File: src/rtl/bit_time_decoder_if.sv
// Timing-chain sample bus: raw counter flip-flops in, decoded bit/phase timing out.
// Latency: none (wires only); the decoder registers every output.
// Backpressure: none; tick is a strobe and the consumer must accept every sample.
interface bit_time_decoder_if;
  // Raw timing-chain state, qualified by tick
  logic       tick;
  logic       a;
  logic [6:0] g;
  logic       pa;
  logic       pb;
  logic       pc;
  logic       err_clr;

  // Decoded timing and watchdog flags
  logic       valid;
  logic [4:0] bit_idx;
  logic [2:0] phase_idx;
  logic       word_start;
  logic       word_end;
  logic       phase_step;
  logic       ring_err;
  logic       seq_err;

  // Timing-chain side: drives the counter state, observes the decode
  modport master (
    output tick, a, g, pa, pb, pc, err_clr,
    input  valid, bit_idx, phase_idx, word_start, word_end, phase_step, ring_err, seq_err
  );

  // Decoder side
  modport slave (
    input  tick, a, g, pa, pb, pc, err_clr,
    output valid, bit_idx, phase_idx, word_start, word_end, phase_step, ring_err, seq_err
  );
endinterface

File: src/rtl/bit_time_decoder.sv
// Decodes the A/G ring and PA/PB/PC phase counter into bit/phase indices, strobes and sticky errors.
// Latency: one clk from a tick edge to updated outputs; all outputs registered.
// Backpressure: none; every tick edge is consumed as one sample, tick may be held high.
module bit_time_decoder #(
  parameter int BITS_PER_WORD = 28,
  parameter int PHASES        = 6
) (
  input  logic            clk,
  input  logic            reset,
  bit_time_decoder_if.slave bus
);

  localparam logic [4:0] LAST_BIT   = 5'(BITS_PER_WORD - 1);
  localparam logic [2:0] LAST_PHASE = 3'(PHASES - 1);
  localparam int         RING_STATES = BITS_PER_WORD / 2;

  // Johnson-ring image of state s: fills with ones from G1, then drains from G1.
  function automatic logic [6:0] ring_pattern(input logic [3:0] s);
    if (s <= 4'd7) begin
      ring_pattern = 7'((8'd1 << s) - 8'd1);
    end else begin
      ring_pattern = ~7'((8'd1 << (s - 4'd7)) - 8'd1);
    end
  endfunction

  logic       valid_q;
  logic [4:0] bit_q;
  logic [2:0] phase_q;
  logic       word_start_q;
  logic       word_end_q;
  logic       phase_step_q;
  logic       ring_err_q;
  logic       seq_err_q;

  logic       g_ok;
  logic [3:0] ring_s;
  logic       ph_ok;
  logic [2:0] new_phase;
  logic [4:0] new_bit;
  logic [4:0] exp_bit;
  logic [2:0] next_phase;
  logic       at_wrap;
  logic       phase_legal;
  logic       seq_bad;

  // Match G against every legal ring state; no match means a broken ring.
  always_comb begin
    g_ok   = 1'b0;
    ring_s = 4'd0;
    for (int i = 0; i < RING_STATES; i++) begin
      if (bus.g == ring_pattern(4'(i))) begin
        g_ok   = 1'b1;
        ring_s = 4'(i);
      end
    end
  end

  // Phase counter is a 6-state Johnson code; 010 and 101 cannot occur in a healthy chain.
  always_comb begin
    ph_ok     = 1'b1;
    new_phase = 3'd0;
    case ({bus.pa, bus.pb, bus.pc})
      3'b000:  new_phase = 3'd0;
      3'b100:  new_phase = 3'd1;
      3'b110:  new_phase = 3'd2;
      3'b111:  new_phase = 3'd3;
      3'b011:  new_phase = 3'd4;
      3'b001:  new_phase = 3'd5;
      default: ph_ok     = 1'b0;
    endcase
  end

  // Compare the new sample with the last good one (the output registers double as the reference).
  always_comb begin
    new_bit     = {ring_s, bus.a};
    exp_bit     = (bit_q == LAST_BIT) ? 5'd0 : bit_q + 5'd1;
    next_phase  = (phase_q == LAST_PHASE) ? 3'd0 : phase_q + 3'd1;
    at_wrap     = (bit_q == LAST_BIT) && (new_bit == 5'd0);
    phase_legal = (new_phase == phase_q) || (at_wrap && (new_phase == next_phase));
    seq_bad     = (new_bit != exp_bit) || !phase_legal;
  end

  // Sample on tick: illegal codes only raise ring_err; legal codes always load so the decoder resyncs.
  always_ff @(posedge clk) begin
    if (reset) begin
      valid_q      <= 1'b0;
      bit_q        <= 5'd0;
      phase_q      <= 3'd0;
      word_start_q <= 1'b0;
      word_end_q   <= 1'b0;
      phase_step_q <= 1'b0;
      ring_err_q   <= 1'b0;
      seq_err_q    <= 1'b0;
    end else begin
      word_start_q <= 1'b0;
      word_end_q   <= 1'b0;
      phase_step_q <= 1'b0;
      // Clear first so a same-cycle set below takes priority.
      if (bus.err_clr) begin
        ring_err_q <= 1'b0;
        seq_err_q  <= 1'b0;
      end
      if (bus.tick) begin
        if (!(g_ok && ph_ok)) begin
          ring_err_q <= 1'b1;
        end else begin
          valid_q      <= 1'b1;
          bit_q        <= new_bit;
          phase_q      <= new_phase;
          word_start_q <= (new_bit == 5'd0);
          word_end_q   <= (new_bit == LAST_BIT);
          phase_step_q <= valid_q && (new_phase != phase_q);
          if (valid_q && seq_bad) begin
            seq_err_q <= 1'b1;
          end
        end
      end
    end
  end

  assign bus.valid      = valid_q;
  assign bus.bit_idx    = bit_q;
  assign bus.phase_idx  = phase_q;
  assign bus.word_start = word_start_q;
  assign bus.word_end   = word_end_q;
  assign bus.phase_step = phase_step_q;
  assign bus.ring_err   = ring_err_q;
  assign bus.seq_err    = seq_err_q;

endmodule

File: src/flat_wrapper.sv
// flat-port wrapper written by rule: the top's interface ports become plain ports
module bit_time_decoder_flat 
#(
  parameter int BITS_PER_WORD = 28,
  parameter int PHASES        = 6
)
  (clk, reset, bus_tick, bus_a, bus_g, bus_pa, bus_pb, bus_pc, bus_err_clr, bus_valid, bus_bit_idx, bus_phase_idx, bus_word_start, bus_word_end, bus_phase_step, bus_ring_err, bus_seq_err);
  bit_time_decoder_if bus_i ();
  input  logic clk;
  input  logic reset;
  input wire logic [$bits(bus_i.tick)-1:0] bus_tick;
  input wire logic [$bits(bus_i.a)-1:0] bus_a;
  input wire logic [$bits(bus_i.g)-1:0] bus_g;
  input wire logic [$bits(bus_i.pa)-1:0] bus_pa;
  input wire logic [$bits(bus_i.pb)-1:0] bus_pb;
  input wire logic [$bits(bus_i.pc)-1:0] bus_pc;
  input wire logic [$bits(bus_i.err_clr)-1:0] bus_err_clr;
  output wire logic [$bits(bus_i.valid)-1:0] bus_valid;
  output wire logic [$bits(bus_i.bit_idx)-1:0] bus_bit_idx;
  output wire logic [$bits(bus_i.phase_idx)-1:0] bus_phase_idx;
  output wire logic [$bits(bus_i.word_start)-1:0] bus_word_start;
  output wire logic [$bits(bus_i.word_end)-1:0] bus_word_end;
  output wire logic [$bits(bus_i.phase_step)-1:0] bus_phase_step;
  output wire logic [$bits(bus_i.ring_err)-1:0] bus_ring_err;
  output wire logic [$bits(bus_i.seq_err)-1:0] bus_seq_err;
  assign bus_i.tick = bus_tick;
  assign bus_i.a = bus_a;
  assign bus_i.g = bus_g;
  assign bus_i.pa = bus_pa;
  assign bus_i.pb = bus_pb;
  assign bus_i.pc = bus_pc;
  assign bus_i.err_clr = bus_err_clr;
  assign bus_valid = bus_i.valid;
  assign bus_bit_idx = bus_i.bit_idx;
  assign bus_phase_idx = bus_i.phase_idx;
  assign bus_word_start = bus_i.word_start;
  assign bus_word_end = bus_i.word_end;
  assign bus_phase_step = bus_i.phase_step;
  assign bus_ring_err = bus_i.ring_err;
  assign bus_seq_err = bus_i.seq_err;
  bit_time_decoder #(.BITS_PER_WORD(BITS_PER_WORD), .PHASES(PHASES)) u_core (.clk(clk), .reset(reset), .bus(bus_i));
endmodule
File: config.mk
export PLATFORM = sky130hd
export DESIGN_NAME = bit_time_decoder_flat
export DESIGN_NICKNAME = d
export VERILOG_FILES = /design/src/rtl/bit_time_decoder_if.sv /design/src/rtl/bit_time_decoder.sv /design/src/flat_wrapper.sv
export SDC_FILE = /design/constraint.sdc
export NUM_CORES = 1
export LEC_CHECK = 0
export BUFFER_PORTS_ARGS = -buffer_cell sky130_fd_sc_hd__buf_2
export CAP_MARGIN = 20
export CORE_MARGIN = 8
export CORE_UTILIZATION = 47
export CTS_CLUSTER_SIZE = 30
export DETAILED_ROUTE_END_ITERATION = 8
export PLACE_DENSITY = 0.82
export SYNTH_ARGS = -nofsm -noshare
export SYNTH_HDL_FRONTEND = slang
export SYNTH_SLANG_ARGS = --single-unit
File: constraint.sdc
create_clock -name clk -period 2 [get_ports clk]
set_input_delay 0.2 -clock clk [delete_from_list [all_inputs] [get_ports clk]]
set_output_delay 0.2 -clock clk [all_outputs]
set_load 0.01 [all_outputs]
==> impl_metrics.tcl, run 1 <==
set metrics [dict create \
    grt_pass1_vias 1141 \
    drcViolationCount 0 \
    worstPathArrival_ns 2.12 \
    whs_endpoint "u_core.bus.word_end$_SDFF_PP0_" \
    clk_latency_ns 0.28 \
    synth_nets 155 \
    antenna_found_initial 0 \
    worst_pin_slew_ns 0.453 \
    powerDensity_nw_per_um2 425 \
    start_util_pct 49.7 \
    post-route-min-period_ns 1.95 \
    wl_per_cell_um 15.0 \
    drive_above_1_share_pct 30.1 \
    synth_edf_count 0 \
    hold_depth 3 \
    cts.sinks 14 \
    root_buffer "clkbuf_4" \
    cellLeakagePower_nw 0.605 \
    slew_headroom_pct 69.6 \
    io_buffers 28 \
    synth_top_flop_cell "dfxtp_1" \
    hold_violations 0 \
    cts_tree "built" \
    h-tree-depth 1 \
    grt_max_degree 12 \
    dpl.hpwl_um 2420 \
    status "complete, no violations" \
    io_pins 29 \
    worst-setup-path-type "reg2reg" \
    crit_fanout 6 \
    hp-start "bus_a" \
    die_w_um 64.3 \
    cts_setup_buffers 0 \
    r2r_end "u_core.bus.seq_err$_SDFF_PP0_" \
    postSynthCellCount 139 \
    critPathMaxStageDelay_ns 0.48 \
    final_cell_mix "28 x buf_2, 13 x nand2_1, 12 x nor2_1" \
    grtUsageTotal_pct 14.2 \
    grt_pass1_wl_um 4880 \
    vias_per_cell 5.81 \
    ys_seq_elements 14 \
    peakVddDrop_v 0.000261 \
    critPathSlowestCell "or4b_1" \
    finalClockSkew_ns 0.00212 \
    rsz0062_at_grt "yes" \
    drtIter0Drc 47 \
    p_total_w 0.000573 \
    fin_ws_ns 0.0527 \
    r2r_cells 7 \
    async_flop_share_pct 0 \
    postCtsHoldBufs 0 \
    dieArea_um2 4140 \
    dp_slack_ns 0.0292 \
    critPathRequiredTime_ns 2.17 \
    final_nets 191 \
    core_area_um2 2210 \
    cts_buffers 3 \
    worstPathCellList "buf_4 -> nor2_1 -> a311oi_1 -> or4b_1 -> or4_1 -> o211ai_2 -> o22ai_1" \
    die_h_um 64.3 \
    crit_buf_inv 1 \
    hold_class "in2reg" \
    dr.pass1.iters 4 \
    setup_viol 0 \
    period_share_pct 97.4 \
    fmax_ghz 0.514 \
    gp_congestion 0.796 \
    synth.avg_cell_area_um2 7.90 \
    final_max_slew_viol_count 0 \
    area_delta_synth_final_pct 22.8 \
    synth_top_area_cell "dfxtp_1" \
    reg2reg_slack_ns 0.05 \
    endpoint_kind "flop" \
    num_antenna_cells 0 \
    syn_area_um2 1100 \
    vias 1168 \
    max-cap-violations 0 \
    ctsLongestPathBuffers 2 \
    wl_um 3010 \
    rr_startpoint "u_core.bus.phase_idx[0]$_SDFFE_PP0P_" \
    clkSlewWorstSetupHoldPaths_ns 0.08 \
    drtAntennaViolNets 0 \
    tns_ns 0 \
    overflow 0 \
    netlist_top_cells_area "dfxtp_1 26%, nand2_1 4.8%, mux2i_1 4.6%, a21oi_1 4.1%, nor2_1 4.1%" \
    layout.cells.most_common "buf_2" \
    num_rows 17 \
    critPathTopFamily "simple AND/OR/NAND/NOR gates" \
    ys_seq_area_share_pct 25.5 \
    start_kind "flop" \
    yosys_warnings 0 \
    yosysUniqueCellTypes 50 \
    yosys.area.top_type_share_pct 25.5 \
]
## worst register-to-register path, stage by stage, from the launching register on
cell	delay (ns)
dfxtp_2	0.35
buf_4	0.16
nor2_1	0.10
a311oi_1	0.10
or4b_1	0.48
or4_1	0.42
o211ai_2	0.15
o22ai_1	0.08
## synthesized netlist by cell type (all sizes together) (2+ instances only)
library cell	instances
a21oi	9
a22oi	2
a311oi	2
and2	3
buf	4
dfxtp	14
inv	7
mux2	2
mux2i	5
nand2	14
nand2b	4
nand3	4
nand4	2
nor2	12
nor2b	3
nor3	7
nor3b	2
nor4	3
o211ai	2
o21ai	7
or2b	2
or4b	2
xnor2	4
xor2	4
## report_power, final
part	internal, W	total (W)	leakage (nW)	switching (W)
clock	0.0000700	0.000159	0.0138	0.0000891
sequential	0.000283	0.000287	0.115	0.00000400
combinational	0.0000524	0.000127	0.476	0.0000743
## sequential cells by signal (all words and copies together) (netlist names)
| register | count |
|---|---|
| u_core.bus.word_start | 1 |
| u_core.bus.phase_idx | 3 |
| u_core.bus.ring_err | 1 |
| u_core.bus.seq_err | 1 |
| u_core.bus.phase_step | 1 |
| u_core.bus.valid | 1 |
| u_core.bus.bit_idx | 5 |
| u_core.bus.word_end | 1 |
## cells by family (layout without fill, tap and decap cells)
group / count (synthesis) / count (layout) / share of synthesized area [%]
simple gates: 67 / 67 / 36.6
flops: 14 / 14 / 25.5
xor+xnor: 8 / 8 / 6.38
compound gates: 30 / 30 / 18.5
buf+inv: 12 / 46 / 5.35
fa+ha+maj: 1 / 1 / 1.14
mux: 7 / 7 / 6.61
## metrics by stage
step                utilization (%)  area, µm²  hold WS, ns  instances
floorplan                         -       1100        0.318        139
global placement               59.1       1310        0.473        198
detailed placement             59.1       1310        0.481        198
CTS                            60.1       1330        0.195        201
global route                   61.0       1350        0.201        201
finish                         61.0       1350        0.194        201
## layout make-up
cell class                      count  area (µm²)
Clock buffer                        3        22.5
Fill cell                         204         863
Inverter                            7        26.3
Multi-Input combinational cell    113         779
Sequential cell                    14         285
Tap cell                           28        35.0
Timing Repair Buffer               36         200
## layer usage
| layer | GRT usage (%) | routed length, µm | share of wire [%] | vias to the layer above |
|---|---|---|---|---|
| met4 | 6.54 | 50 | 1.7 | 0 |
| met5 | 0 | 0 | 0 | - |
| met1 | 15.3 | 1240 | 41 | 535 |
| li1 | - | - | - | 584 |
| met3 | 1.57 | 161 | 5.4 | 5 |
| met2 | 26.7 | 1550 | 52 | 44 |
## how the worst max path moves through the flow
stage / from / to / slack [ns] / depth (start not counted)
final: u_core.bus.phase_idx[0]$_SDFFE_PP0P_ / u_core.bus.seq_err$_SDFF_PP0_ / 0.05 / 7
after global routing: u_core.bus.phase_idx[0]$_SDFFE_PP0P_ / u_core.bus.seq_err$_SDFF_PP0_ / -0.02 / 7
after CTS: u_core.bus.phase_idx[0]$_SDFFE_PP0P_ / u_core.bus.seq_err$_SDFF_PP0_ / 0.01 / 6
after detailed placement: u_core.bus.phase_idx[0]$_SDFFE_PP0P_ / u_core.bus.seq_err$_SDFF_PP0_ / 0.03 / 6
after global placement: u_core.bus.phase_idx[0]$_SDFFE_PP0P_ / u_core.bus.seq_err$_SDFF_PP0_ / 0.09 / 6
after floorplan: u_core.bus.bit_idx[1]$_SDFFE_PP0P_ / u_core.bus.seq_err$_SDFF_PP0_ / 0.009 / 7
## what timing repair did
item,CTS,global route
gates resized for setup,0,7
hold endpoints to repair,0,0
endpoints found under the setup margin,0,1
No activity file was read; power rests on OpenSTA's default activity.
==> run 2: changes to the inputs <==
--- a/config.mk
+++ b/config.mk
@@ -7,11 +7,13 @@
 export LEC_CHECK = 0
 export BUFFER_PORTS_ARGS = -buffer_cell sky130_fd_sc_hd__buf_2
 export CAP_MARGIN = 20
+export CELL_PAD_IN_SITES_DETAIL_PLACEMENT = 0
+export CELL_PAD_IN_SITES_GLOBAL_PLACEMENT = 2
 export CORE_MARGIN = 8
-export CORE_UTILIZATION = 47
+export CORE_UTILIZATION = 26
 export CTS_CLUSTER_SIZE = 30
 export DETAILED_ROUTE_END_ITERATION = 8
-export PLACE_DENSITY = 0.82
+export PLACE_DENSITY = 0.81
 export SYNTH_ARGS = -nofsm -noshare
 export SYNTH_HDL_FRONTEND = slang
 export SYNTH_SLANG_ARGS = --single-unit
==> impl_metrics.tcl, run 2 (synthesis results as in run 1) <==
set metrics [dict create \
    powerDensity_nw_per_um2 449 \
    dieArea_um2 6560 \
    reg2reg_slack_ns 0.07 \
    final_cell_mix "28 x buf_2, 14 x buf_4, 13 x nand2_1" \
    root_buffer "clkbuf_8" \
    rsz0062_at_grt "no" \
    regArea_um2 287 \
    critPathRequiredTime_ns 2.13 \
    worstPathArrival_ns 2.06 \
    core_area_um2 4030 \
    worst-setup-path-type "reg2reg" \
    num_antenna_cells 0 \
    cts_buffers 3 \
    max-cap-violations 0 \
    gp_congestion 0.788 \
    start_util_pct 27.3 \
    cts.sinks 14 \
    crit_fanout 2 \
    worst_pin_slew_ns 0.389 \
    whs_endpoint "u_core.bus.word_end$_SDFF_PP0_" \
    slew_headroom_pct 73.7 \
    largest_reg_flops 5 \
    wl_per_cell_um 14.1 \
    start_kind "flop" \
    io_buffers 28 \
    hold_depth 3 \
    finalInstanceArea_um2 1450 \
    grt_pass1_vias 1161 \
    grt_pass1_wl_um 5280 \
    peakVddDrop_v 0.000145 \
    drcViolationCount 0 \
    drtIter0Drc 68 \
    postCtsHoldBufs 0 \
    final_nets 197 \
    tns_ns 0 \
    dpl.hpwl_um 2600 \
    h-tree-depth 1 \
    cts_tree "built" \
    area_delta_synth_final_pct 31.5 \
    setup_viol 0 \
    dpl_cell_area_um2 1370 \
    endpoint_kind "flop" \
    vias_per_cell 5.14 \
    wl_um 3240 \
    drtAntennaViolNets 0 \
    period_share_pct 96.4 \
    hp-start "bus_a" \
    final_max_slew_viol_count 0 \
    cellLeakagePower_nw 0.647 \
    vias 1176 \
    die_h_um 81 \
    clkSlewWorstSetupHoldPaths_ns 0.06 \
    fill_cells 451 \
    r2r_cells 7 \
    grtUsageTotal_pct 10.2 \
    finalClockSkew_ns 0.00119 \
    layout.cells.most_common "buf_2" \
    post-route-min-period_ns 1.93 \
    hold_class "in2reg" \
    status "complete, no violations" \
    hold_violations 0 \
    clk_latency_ns 0.24 \
    r2r_end "u_core.bus.seq_err$_SDFF_PP0_" \
    antenna_found_initial 0 \
    overflow 0 \
    fmax_ghz 0.519 \
    drive_above_1_share_pct 33.5 \
    io_pins 29 \
    ctsLongestPathBuffers 2 \
    rr_startpoint "u_core.bus.bit_idx[0]$_SDFFE_PP0P_" \
    grt_max_degree 12 \
    num_rows 23 \
    dr.pass1.iters 4 \
    multi_input_area_um2 783 \
    die_w_um 81 \
]
-- run 2: power breakdown --
| group | total (W) | switching, W | internal (W) | leakage (nW) |
|---|---|---|---|---|
| Sequential | 0.000288 | 0.00000392 | 0.000284 | 0.116 |
| Clock | 0.000231 | 0.0000980 | 0.000133 | 0.0216 |
| Combinational | 0.000129 | 0.0000741 | 0.0000549 | 0.509 |
-- run 2: routing by layer --
layer / vias up / wire length, µm / track usage, % / part of all wire, %
li1: 591 / - / - / -
met1: 558 / 1460 / 11.4 / 45
met2: 22 / 1580 / 18.3 / 49
met3: 5 / 117 / 1.77 / 3.6
met4: 0 / 68 / 4.82 / 2.1
met5: - / 0 / 0 / 0
-- run 2: worst max path at each step --
stage / startpoint / endpoint / slack [ns] / cells past startpoint
after floorplan: u_core.bus.bit_idx[1]$_SDFFE_PP0P_ / u_core.bus.seq_err$_SDFF_PP0_ / 0.009 / 7
after global placement: u_core.bus.phase_idx[0]$_SDFFE_PP0P_ / u_core.bus.seq_err$_SDFF_PP0_ / 0.07 / 6
after detailed placement: u_core.bus.phase_idx[0]$_SDFFE_PP0P_ / u_core.bus.seq_err$_SDFF_PP0_ / 0.05 / 6
after CTS: u_core.bus.phase_idx[1]$_SDFFE_PP0P_ / u_core.bus.seq_err$_SDFF_PP0_ / 0.04 / 6
after global routing: u_core.bus.bit_idx[0]$_SDFFE_PP0P_ / u_core.bus.seq_err$_SDFF_PP0_ / 0.003 / 7
final: u_core.bus.bit_idx[0]$_SDFFE_PP0P_ / u_core.bus.seq_err$_SDFF_PP0_ / 0.07 / 7
-- run 2: area by class of cell --
type,instances,area share (%)
multi-input combinational,113,54.2
tap,50,4.33
sequential,14,19.8
timing repair buffer,42,17.0
clock buffer,3,2.86
inverter,7,1.82
-- run 2: worst max-delay path, cell delays in order, from the launching register on --
cell      delay, ns
dfxtp_2        0.35
ha_4           0.14
nand2_2        0.06
nor3_2         0.17
or4b_1         0.44
or4_4          0.42
o211ai_2       0.14
o22ai_1        0.08
-- run 2: stage by stage --
step	cells	util, %	total power [W]	worst slack (ns)	hold WS, ns
2_1_floorplan	139	-	0.000369	0.00914	0.318
3_3_place_gp	225	34.1	0.000419	0.0738	0.479
3_5_place_dp	225	34.1	0.000422	0.0532	0.486
4_1_cts	228	35.1	0.000655	0.0395	0.242
5_1_grt	229	35.9	0.000686	0.00287	0.252
6_report	229	35.9	0.000648	0.0724	0.238
-- run 2: repair_timing --
item                                    4_1_cts  5_1_grt
endpoints found under the setup margin        0        1
resized for setup                             0        8
buffers inserted                              0        1
endpoints found under the hold margin         0        0
